`src/rtl/sensor_poll_scheduler.sv`:
```
// sensor_poll_scheduler: round-robin poller that shares one UART link among up
// to five remote sensors. Each transaction sends a one-byte request, collects a
// data byte and a CRC byte, has an external checker judge them, and stores the
// outcome in a bus-readable RESULT register.
// Build option: define SCHED_RETRY_EN to retry a failed attempt up to
// MAX_RETRIES times before giving up on that sensor. Without it, any failure
// marks the sensor in error and the scheduler moves on.
module sensor_poll_scheduler #(
    parameter int NUM_SENSORS   = 5,
    parameter int TIMEOUT_TICKS = 31,
    parameter int MAX_RETRIES   = 2
) (
    input  logic        clock,
    input  logic        reset,
    input  logic        chip_select,
    input  logic        read,
    input  logic        write,
    input  logic [2:0]  address,
    input  logic [31:0] writedata,
    output logic [31:0] readdata,
    output logic [7:0]  uart_din,
    output logic        uart_wr_en,
    input  logic        uart_tx_busy,
    input  logic [7:0]  uart_dout,
    input  logic        uart_rdy,
    output logic        uart_rdy_clr,
    input  logic        uart_rxclk_en,
    output logic [7:0]  crc_data,
    output logic [7:0]  crc_code,
    input  logic        crc_ok,
    input  logic        crc_alarm,
    output logic        alarm_irq,
    output logic [2:0]  state
);

    typedef enum logic [2:0] {
        S_IDLE      = 3'd0,
        S_SEND      = 3'd1,
        S_WAIT_DATA = 3'd2,
        S_WAIT_CRC  = 3'd3,
        S_CHECK     = 3'd4,
        S_RECOVERY  = 3'd5
    } state_t;

    localparam int         TW   = $clog2(TIMEOUT_TICKS + 1);
    localparam logic [4:0] IMPL = 5'((1 << NUM_SENSORS) - 1);

    state_t state_q, state_d;
    logic        run_q, run_d;
    logic [4:0]  mask_q, mask_d;
    logic        alarm_q, alarm_d;
    logic [15:0] errcnt_q, errcnt_d;
    logic [2:0]  cur_q, cur_d;
    logic [2:0]  last_q, last_d;
    logic [TW-1:0] tmo_q, tmo_d;
    logic [7:0]  crc_data_q, crc_data_d;
    logic [7:0]  crc_code_q, crc_code_d;
    logic [NUM_SENSORS-1:0][25:0] res_q, res_d;
    logic [31:0] readdata_q, readdata_d;
    logic        wr_en_q, wr_en_d;
    logic [7:0]  din_q, din_d;
    logic        rdy_clr_q, rdy_clr_d;
`ifdef SCHED_RETRY_EN
    localparam int RW = (MAX_RETRIES < 1) ? 1 : $clog2(MAX_RETRIES + 1);
    logic [RW-1:0] retry_q, retry_d;
`endif

    logic        bus_rd, bus_wr;
    logic        rdy_seen, fail;
    logic [4:0]  en_mask;
    logic [2:0]  pick;
    logic        pick_vld;
    logic [3:0]  cand;
    logic [31:0] rd_mux;
    logic        unused_wdata;

    assign bus_rd   = chip_select & read;
    assign bus_wr   = chip_select & write;
    assign en_mask  = mask_q & IMPL;
    // A byte still flagged ready while our clear pulse is in flight is the one
    // already captured, so it must not be taken a second time.
    assign rdy_seen = uart_rdy & ~rdy_clr_q;
    assign unused_wdata = &{1'b0, writedata[31:17], writedata[15:13], writedata[7:1]};

    // Round-robin pick: first enabled sensor after the last serviced one, wrapping.
    always_comb begin
        pick     = '0;
        pick_vld = 1'b0;
        cand     = '0;
        for (int k = 1; k <= NUM_SENSORS; k++) begin
            cand = {1'b0, last_q} + 4'(k);
            if (cand > 4'(NUM_SENSORS)) cand = cand - 4'(NUM_SENSORS);
            if (!pick_vld && en_mask[3'(cand - 4'd1)]) begin
                pick     = 3'(cand);
                pick_vld = 1'b1;
            end
        end
    end

    // Register read multiplexer; unimplemented RESULT slots read as zero.
    always_comb begin
        rd_mux = '0;
        case (address)
            3'd0: rd_mux = {19'd0, mask_q, 7'd0, run_q};
            3'd1: rd_mux = {15'd0, alarm_q, 5'd0, cur_q, 5'd0, state_q};
            3'd2: rd_mux = {16'd0, errcnt_q};
            default: begin
                for (int i = 0; i < NUM_SENSORS; i++)
                    if (address == 3'(i + 3)) rd_mux = {6'd0, res_q[i]};
            end
        endcase
    end

    // Bus side effects, then the transaction FSM and its failure handling.
    always_comb begin
        state_d    = state_q;
        run_d      = run_q;
        mask_d     = mask_q;
        alarm_d    = alarm_q;
        errcnt_d   = errcnt_q;
        cur_d      = cur_q;
        last_d     = last_q;
        tmo_d      = tmo_q;
        crc_data_d = crc_data_q;
        crc_code_d = crc_code_q;
        res_d      = res_q;
        readdata_d = readdata_q;
        din_d      = din_q;
        wr_en_d    = 1'b0;
        rdy_clr_d  = 1'b0;
        fail       = 1'b0;
`ifdef SCHED_RETRY_EN
        retry_d    = retry_q;
`endif

        if (bus_rd) readdata_d = rd_mux;
        if (bus_wr) begin
            case (address)
                3'd0: begin
                    run_d  = writedata[0];
                    mask_d = writedata[12:8];
                end
                3'd1: if (writedata[16]) alarm_d = 1'b0;
                3'd2: errcnt_d = '0;
                default: ;
            endcase
        end
        // Reading a RESULT consumes its valid flag; a same-cycle update below wins.
        for (int i = 0; i < NUM_SENSORS; i++)
            if (bus_rd && address == 3'(i + 3)) res_d[i][24] = 1'b0;

        case (state_q)
            S_IDLE: begin
                if (run_q && pick_vld) begin
                    cur_d   = pick;
                    last_d  = pick;
                    state_d = S_SEND;
                end
            end
            S_SEND: begin
                if (!uart_tx_busy) begin
                    wr_en_d = 1'b1;
                    din_d   = {5'd0, cur_q};
                    tmo_d   = '0;
                    state_d = S_WAIT_DATA;
                end
            end
            S_WAIT_DATA, S_WAIT_CRC: begin
                if (rdy_seen) begin
                    if (state_q == S_WAIT_DATA) begin
                        crc_data_d = uart_dout;
                        state_d    = S_WAIT_CRC;
                    end else begin
                        crc_code_d = uart_dout;
                        state_d    = S_CHECK;
                    end
                    rdy_clr_d = 1'b1;
                    tmo_d     = '0;
                end else if (uart_rxclk_en) begin
                    if (tmo_q == TW'(TIMEOUT_TICKS - 1)) fail = 1'b1;
                    else                                 tmo_d = tmo_q + 1'b1;
                end
            end
            S_CHECK: begin
                if (crc_alarm) begin
                    state_d = S_RECOVERY;
                end else if (crc_ok) begin
                    for (int i = 0; i < NUM_SENSORS; i++)
                        if (cur_q == 3'(i + 1))
                            res_d[i] = {1'b0, 1'b1, 5'd0, cur_q, crc_code_q, crc_data_q};
`ifdef SCHED_RETRY_EN
                    retry_d = '0;
`endif
                    state_d = S_IDLE;
                end else begin
                    fail = 1'b1;
                end
            end
            S_RECOVERY: begin
                alarm_d = 1'b1;
                last_d  = '0;
                state_d = S_IDLE;
            end
            default: state_d = S_IDLE;
        endcase

        if (fail) begin
            // A clearing write in the same cycle takes precedence over the count.
            if (!(bus_wr && address == 3'd2) && errcnt_q != 16'hFFFF)
                errcnt_d = errcnt_q + 16'd1;
`ifdef SCHED_RETRY_EN
            if (retry_q < RW'(MAX_RETRIES)) begin
                retry_d = retry_q + 1'b1;
                state_d = S_SEND;
            end else begin
                for (int i = 0; i < NUM_SENSORS; i++)
                    if (cur_q == 3'(i + 1)) begin
                        res_d[i][25]    = 1'b1;
                        res_d[i][23:16] = {5'd0, cur_q};
                    end
                retry_d = '0;
                state_d = S_IDLE;
            end
`else
            for (int i = 0; i < NUM_SENSORS; i++)
                if (cur_q == 3'(i + 1)) begin
                    res_d[i][25]    = 1'b1;
                    res_d[i][23:16] = {5'd0, cur_q};
                end
            state_d = S_IDLE;
`endif
        end
    end

    // State and register file; synchronous reset clears everything.
    always_ff @(posedge clock) begin
        if (reset) begin
            state_q    <= S_IDLE;
            run_q      <= 1'b0;
            mask_q     <= '0;
            alarm_q    <= 1'b0;
            errcnt_q   <= '0;
            cur_q      <= '0;
            last_q     <= '0;
            tmo_q      <= '0;
            crc_data_q <= '0;
            crc_code_q <= '0;
            res_q      <= '0;
            readdata_q <= '0;
            wr_en_q    <= 1'b0;
            din_q      <= '0;
            rdy_clr_q  <= 1'b0;
`ifdef SCHED_RETRY_EN
            retry_q    <= '0;
`endif
        end else begin
            state_q    <= state_d;
            run_q      <= run_d;
            mask_q     <= mask_d;
            alarm_q    <= alarm_d;
            errcnt_q   <= errcnt_d;
            cur_q      <= cur_d;
            last_q     <= last_d;
            tmo_q      <= tmo_d;
            crc_data_q <= crc_data_d;
            crc_code_q <= crc_code_d;
            res_q      <= res_d;
            readdata_q <= readdata_d;
            wr_en_q    <= wr_en_d;
            din_q      <= din_d;
            rdy_clr_q  <= rdy_clr_d;
`ifdef SCHED_RETRY_EN
            retry_q    <= retry_d;
`endif
        end
    end

    assign readdata     = readdata_q;
    assign uart_din     = din_q;
    assign uart_wr_en   = wr_en_q;
    assign uart_rdy_clr = rdy_clr_q;
    assign crc_data     = crc_data_q;
    assign crc_code     = crc_code_q;
    assign alarm_irq    = alarm_q;
    assign state        = state_q;

endmodule

```
`config.mk`:
```
export PLATFORM = sky130hd
export DESIGN_NAME = sensor_poll_scheduler
export DESIGN_NICKNAME = d
export VERILOG_FILES = /design/src/rtl/sensor_poll_scheduler.sv
export SDC_FILE = /design/constraint.sdc
export NUM_CORES = 1
export LEC_CHECK = 0
export BUFFER_PORTS_ARGS = -buffer_cell sky130_fd_sc_hd__buf_2
export CAP_MARGIN = 40
export CORE_MARGIN = 2
export CORE_UTILIZATION = 25
export CTS_CLUSTER_DIAMETER = 60
export DETAILED_ROUTE_END_ITERATION = 8
export HOLD_SLACK_MARGIN = 0.02
export PLACE_DENSITY_LB_ADDON = 0.12
export SYNTH_ARGS = -nofsm -noshare
export SYNTH_HDL_FRONTEND = slang
export SYNTH_SLANG_ARGS = --single-unit
```
`constraint.sdc`:
```
create_clock -name clock -period 4.2 [get_ports clock]
set_clock_uncertainty 0.05 [all_clocks]
set_input_delay 0.42 -clock clock [delete_from_list [all_inputs] [get_ports clock]]
set_output_delay 0.42 -clock clock [all_outputs]
set_load 0.01 [all_outputs]
```
== Word-level counts from Yosys, hierarchy flattened ==
Index checks and enable logic that the tools add are counted.

* Latch bits: 0
* Memory bits (read-only): 0
* Bits in writable memories: 0
* Output and inout port bits: 62
* Register bits after elaboration: 220
* Logic and storage cells: 221
* Memories kept: 0
* Bits of input ports: 53

* Multipliers: 0
* Equality and inequality tests: 25
* $lt $le $gt $ge: 10
* Bitwise gates (word level): 9
* Shifts and indexed selects: 0
* Multiplexer cells: 94
* Div/mod/pow operators: 0
* Reduce and logical (&&, ||, !) cells: 42
* Add/subtract/negate cells: 17

{| class="wikitable"
|+ Operators by type and width
! cell !! count
|-
| 2-to-1 mux 130 bit || 3
|-
| 2-to-1 mux 26 bit || 6
|-
| 2-to-1 mux 32 bit || 4
|-
| one-hot mux 32 bit (3 select lines) || 1
|-
| 2-to-1 mux 8 bit || 10
|-
| 2-to-1 mux 16 bit || 4
|-
| 2-to-1 mux 3 bit || 17
|-
| 2-to-1 mux 1 bit || 36
|-
| AND reduction 4 bit || 7
|-
| equality test 3 bit, second input constant || 8
|-
| greater-than comparator 4 x 3 -> 1 bit, second input constant || 5
|-
| less-than comparator 3 x 4 -> 1 bit, second input constant || 5
|-
| 2-to-1 mux 5 bit || 4
|-
| equality test 3 x 2 -> 1 bit, second input constant || 6
|-
| adder 16 x 1 -> 16 bit, second input constant || 1
|-
| != test 16 bit, second input constant || 1
|-
| binary-select mux 1 bit (select 3 bit) || 5
|-
| subtractor 3 x 1 -> 3 bit, second input constant || 5
|-
| subtractor 3 bit, second input constant || 5
|-
| logical AND 1 bit || 12
|-
| one-hot mux 3 bit (4 select lines) || 1
|-
| one-hot mux 5 bit (2 select lines) || 1
|-
| nonzero test 2 bit || 5
|-
| equality test 3 x 1 -> 1 bit, second input constant || 3
|-
| 16 further kinds || 42
|}

== Logic depth before layout (Yosys ltp) ==
* Word-level depth: 22
* Depth in mapped cells: 17
* Mapped depth without buffers: 15

== Worst setup path before layout ==
Ideal clock, no wire load.

* Path kind: reg2reg
* Start point: register last_q[0]
* End point: register cur_q[0]
* Library setup time: 0.074 ns
* Setup slack: 0.568 ns
* Buffers on the path: 2
* Period minus slack after synthesis: 3.632 ns
* Data required time: 4.076 ns
* Data arrival time: 3.508 ns
* Cell stages (with the launch flop): 16
* Cells stage by stage: dfxtp_1 > buf_4 > inv_2 > ha_1 > ha_1 > nor3b_1 > o21ai_0 > nand2_1 > ha_1 > or3_1 > a221o_1 > o211a_1 > buf_6 > o211a_1 > a221o_1 > a31oi_1

* Cells in the longest elaborated chain, start to end: 21
* Elaborated cells on any way between the ends: 55
* Classes of those cells: 15 x add/sub; 5 x order compare; 25 x mux; 10 x reduce/logical

{| class="wikitable"
|+ RTL lines
! item !! line !! RTL
|-
| start, declared || 54 || <nowiki>logic [2:0] last_q, last_d;</nowiki>
|-
| start signal, assigned || 263 || <nowiki>last_q <= last_d;</nowiki>
|-
| adder 3 x 1 -> 4 bit || 91 || <nowiki>cand = {1'b0, last_q} + 4'(k);</nowiki>
|-
| greater-than comparator 4 x 3 -> 1 bit / subtractor 3 bit (equally long branches) || 92 || <nowiki>if (cand > 4'(NUM_SENSORS)) cand = cand - 4'(NUM_SENSORS);</nowiki>
|-
| 2-to-1 mux 3 bit || 92 ||
|-
| subtractor 3 x 1 -> 3 bit || 93 || <nowiki>if (!pick_vld && en_mask[3'(cand - 4'd1)]) begin</nowiki>
|-
| binary-select mux 1 bit (select 3 bit) || 93 ||
|-
| 2-to-1 mux 1 bit (implied by the code) || 93 ||
|-
| 2-to-1 mux 1 bit || 93 ||
|-
| logical NOT 1 bit || 93 ||
|-
| [... 5 more ...] || -- ||
|-
| logical NOT 1 bit || 93 ||
|-
| logical AND 1 bit || 93 ||
|-
| 2-to-1 mux 1 bit || 93 ||
|-
| logical NOT 1 bit || 93 ||
|-
| logical AND 1 bit || 93 ||
|-
| 2-to-1 mux 1 bit || 93 ||
|-
| logical AND 1 bit || 154 || <nowiki>if (run_q && pick_vld) begin</nowiki>
|-
| AND reduction 2 bit (no source line) || -- ||
|-
| end signal, assigned || 262 || <nowiki>cur_q <= cur_d;</nowiki>
|-
| end, declared || 53 || <nowiki>logic [2:0] cur_q, cur_d;</nowiki>
|}

Parallel ways exist; a longest one is shown, timed or not. The select of a mux whose other input is x is not followed.
A chain may end at the register's enable or synchronous reset.

== Worst setup path in the final report ==
* Start point: register last_q[1]
* End point: register cur_q[2]

The elaborated chain is that of the path after synthesis.

==> flow_metrics.tcl <==
set metrics [dict create \
    ir_drop_uv 302 \
    hold_start "writedata[9]" \
    dp_slack_ns 0.296 \
    die_w_um 204 \
    synth-main-ff-cell "dfxtp_1" \
    slowest_stage "a311oi_1" \
    numCtsBuffers 29 \
    r2r-start "last_q[1]$_SDFFE_PP0P_" \
    grt_usage_pct 15.4 \
    cts_sinks 214 \
    regToRegSetupSlack_ns 0.33 \
    final.setup.tns_ns 0 \
    post_cts_buffers 0 \
    fillers 4280 \
    cts-root-buf "clkbuf_16" \
    finalHoldViolCount 0 \
    final_area_um2 12000 \
    critPathMaxFanout 10 \
    nets 1328 \
    drt-total-wl_um 32200 \
    whs_endpoint "en_mask[1]$_SDFFE_PP0P_" \
    finalMaxSlewViolations 0 \
    max_stage_delay_ns 0.55 \
    yosys_register_bits 214 \
    drtAntennaViolNets 0 \
    hpwlAfterDp_um 22000 \
    antenna_cells 0 \
    drt_iter0_markers 462 \
    synth_edf_count 0 \
    cap_viol_max_count 0 \
    antenna_found_initial 0 \
    clk_latency_ns 0.56 \
    core_um2 39700 \
    routedWlPerCell_um 17.9 \
    clk_pin_slew_ns 0.06 \
    synthToLayoutAreaGrowth_pct 19.6 \
    cts_tree "done" \
    pin_count 115 \
    worst_path_most_repeated_cell "ha_1" \
    die_area_um2 41800 \
    r2r_cells 13 \
    syn_area_um2 10000 \
    p_total_mw 4.62 \
    cts_hold_buffers 0 \
    cp.arrival_ns 4.23 \
    crit_path_cell_trace "inv_1 -> ha_1 -> ha_2 -> nor3b_1 -> o21ai_0 -> nand2_1 -> ha_1 -> or3_1 -> nand4_1 -> o211a_1 -> o221ai_1 -> a311oi_1 -> nor4_2" \
    grt_max_degree 137 \
    fin_crit_ns 3.87 \
    die_y_um 204 \
    crit_path_end_kind "register" \
    fin_util_pct 30.2 \
    hp-class "primary input to register" \
    worst_pin_slew_ns 0.803 \
    avgSynthCellArea_um2 8.38 \
    grt_pass1_vias 8273 \
    placed_cell_area_um2 11100 \
    io_buffers 78 \
    required_ns 4.56 \
    seq_area_frac_synth_pct 42.6 \
    dp_cells 1751 \
    r2r-end "cur_q[2]$_SDFFE_PP0P_" \
    viasPerCell 4.71 \
    yosysWarnings 0 \
    ctsResizeCount 0 \
    leakagePower_nw 4.56 \
    fin_ws_ns 0.331 \
    drtPass1Iterations 5 \
    vias 8493 \
    cts_buffer_depth 3 \
    syn_inst 1199 \
    grt-ovfl-total 0 \
    hold-worst-slack_ns 0.0575 \
    worst-setup-path-type "register to register" \
    run_status "completed" \
    post-route-period-util_pct 92.1 \
    fmax_ghz 0.258 \
    max_slew_margin_pct 46.4 \
    setup_viol 0 \
    initial_utilization_pct 25.3 \
    fin_cells 1805 \
    ys_async_sr_fraction_pct 0 \
    synth_cell_types 69 \
    hold_depth 3 \
    post-route-drc-count 0 \
    h-tree-depth 1 \
    rsz0062_at_grt "no" \
    drive_gt1_share_pct 16.6 \
    power_density_nw_per_um2 384 \
    gp_congestion 0.783 \
    num_rows 73 \
    grt_pass1_wl_um 50000 \
    start_kind "register" \
]
[worst max-delay path, delay by kind of cell, from the launching register on]
kind                       cells  cell delay [ns]
AOI/OAI and AO/OA              4             1.47
and+or+nand+nor                5             0.96
adders and majority gates      3             0.70
DFF                            1             0.30
buffers and inverters          1             0.22
[area by class of cell]
class	count	area, um^2	area share [%]
flip-flops and latches	214	4280	35.7
well taps	525	657	5.47
repair buffers	108	746	6.21
multi-input cells	887	5350	44.5
inverters	17	63.8	0.531
clock buffers	43	838	6.98
clock inverters	11	80.1	0.666
[Yosys cell counts, drive strengths merged, types with 12 or more instances]
master,count,area [um^2]
a21oi,150,751
a221oi,18,158
a22oi,12,90.1
and2,42,263
buf,21,138
clkbuf,70,263
dfxtp,214,4280
ha,18,225
inv,17,63.8
mux2,28,315
mux2i,45,454
nand2,223,837
nand2b,13,81.3
nand3,19,95.1
nor2,90,338
nor2b,13,81.3
nor3,23,115
o211ai,12,95.1
o21ai,43,219
[kinds of logic after synthesis]
kind of cell	Yosys count	synth area share [%]
simple gates	480	22.3
compound gates	278	16.8
flops	214	42.6
buf+inv	108	4.62
mux	83	9.90
fa+ha+maj	18	2.24
xor+xnor	17	1.48
other cells	1	0.0373
[report_power, final]
part | total [mW] | switching, mW | internal (mW)
Combinational | 0.214 | 0.148 | 0.0658
Clock | 2.35 | 0.963 | 1.39
Sequential | 2.05 | 0.00831 | 2.04
Total | 4.62 | 1.12 | 3.50
[routing by layer]
layer	routed length [um]	part of all wire, %	track usage [%]	vias to the layer above
met3	1130	3.5	2.21	34
met1	15600	48	21.0	4037
met2	15000	47	25.9	143
met5	0	0	0	-
li1	-	-	-	4279
met4	502	1.6	2.72	0
[worst max-delay path by stage]
stage          slack, ns                     to                   start
3_3_place_gp        0.41  state[0]$_SDFFE_PP0P_  last_q[1]$_SDFFE_PP0P_
2_1_floorplan       0.57  cur_q[0]$_SDFFE_PP0P_  last_q[0]$_SDFFE_PP0P_
5_1_grt             0.02  cur_q[2]$_SDFFE_PP0P_  last_q[1]$_SDFFE_PP0P_
4_1_cts             0.31  state[0]$_SDFFE_PP0P_  last_q[0]$_SDFFE_PP0P_
3_5_place_dp        0.30  state[0]$_SDFFE_PP0P_  last_q[0]$_SDFFE_PP0P_
6_report            0.33  cur_q[2]$_SDFFE_PP0P_  last_q[1]$_SDFFE_PP0P_
[flip-flops by register name, summed over array words and instances (netlist names), 5 cells and up]
signal,flops
crc_data,8
tmo_q,5
crc_code,8
en_mask,5
res_q,130
errcnt_q,16
readdata,26
[cells in the final DEF, fill, tap and decap left out, types with 5 or more instances in the layout]
cell | netlist | routed
clkbuf_8 | 0 | 6
inv_1 | 16 | 16
buf_8 | 0 | 11
buf_2 | 2 | 77
nand2_1 | 223 | 223
mux2_2 | 28 | 28
nand3_1 | 19 | 19
ha_1 | 18 | 17
o211ai_1 | 11 | 11
nor2b_1 | 13 | 11
a21oi_1 | 150 | 150
and2_1 | 42 | 42
mux2i_1 | 44 | 44
o21ai_0 | 42 | 42
nor3_1 | 23 | 23
and3_1 | 7 | 7
mux4_2 | 10 | 10
or3_1 | 10 | 10
buf_4 | 13 | 17
nand4_1 | 8 | 8
nor2_1 | 90 | 90
inv_6 | 0 | 5
a221oi_1 | 18 | 18
a22oi_1 | 12 | 12
xnor2_1 | 9 | 9
xor2_1 | 8 | 8
clkbuf_16 | 0 | 29
clkbuf_1 | 70 | 8
nor3b_1 | 7 | 7
conb_1 | 1 | 11
dfxtp_1 | 214 | 214
nand2b_1 | 13 | 13
No activity file was read; power rests on OpenSTA's default activity.
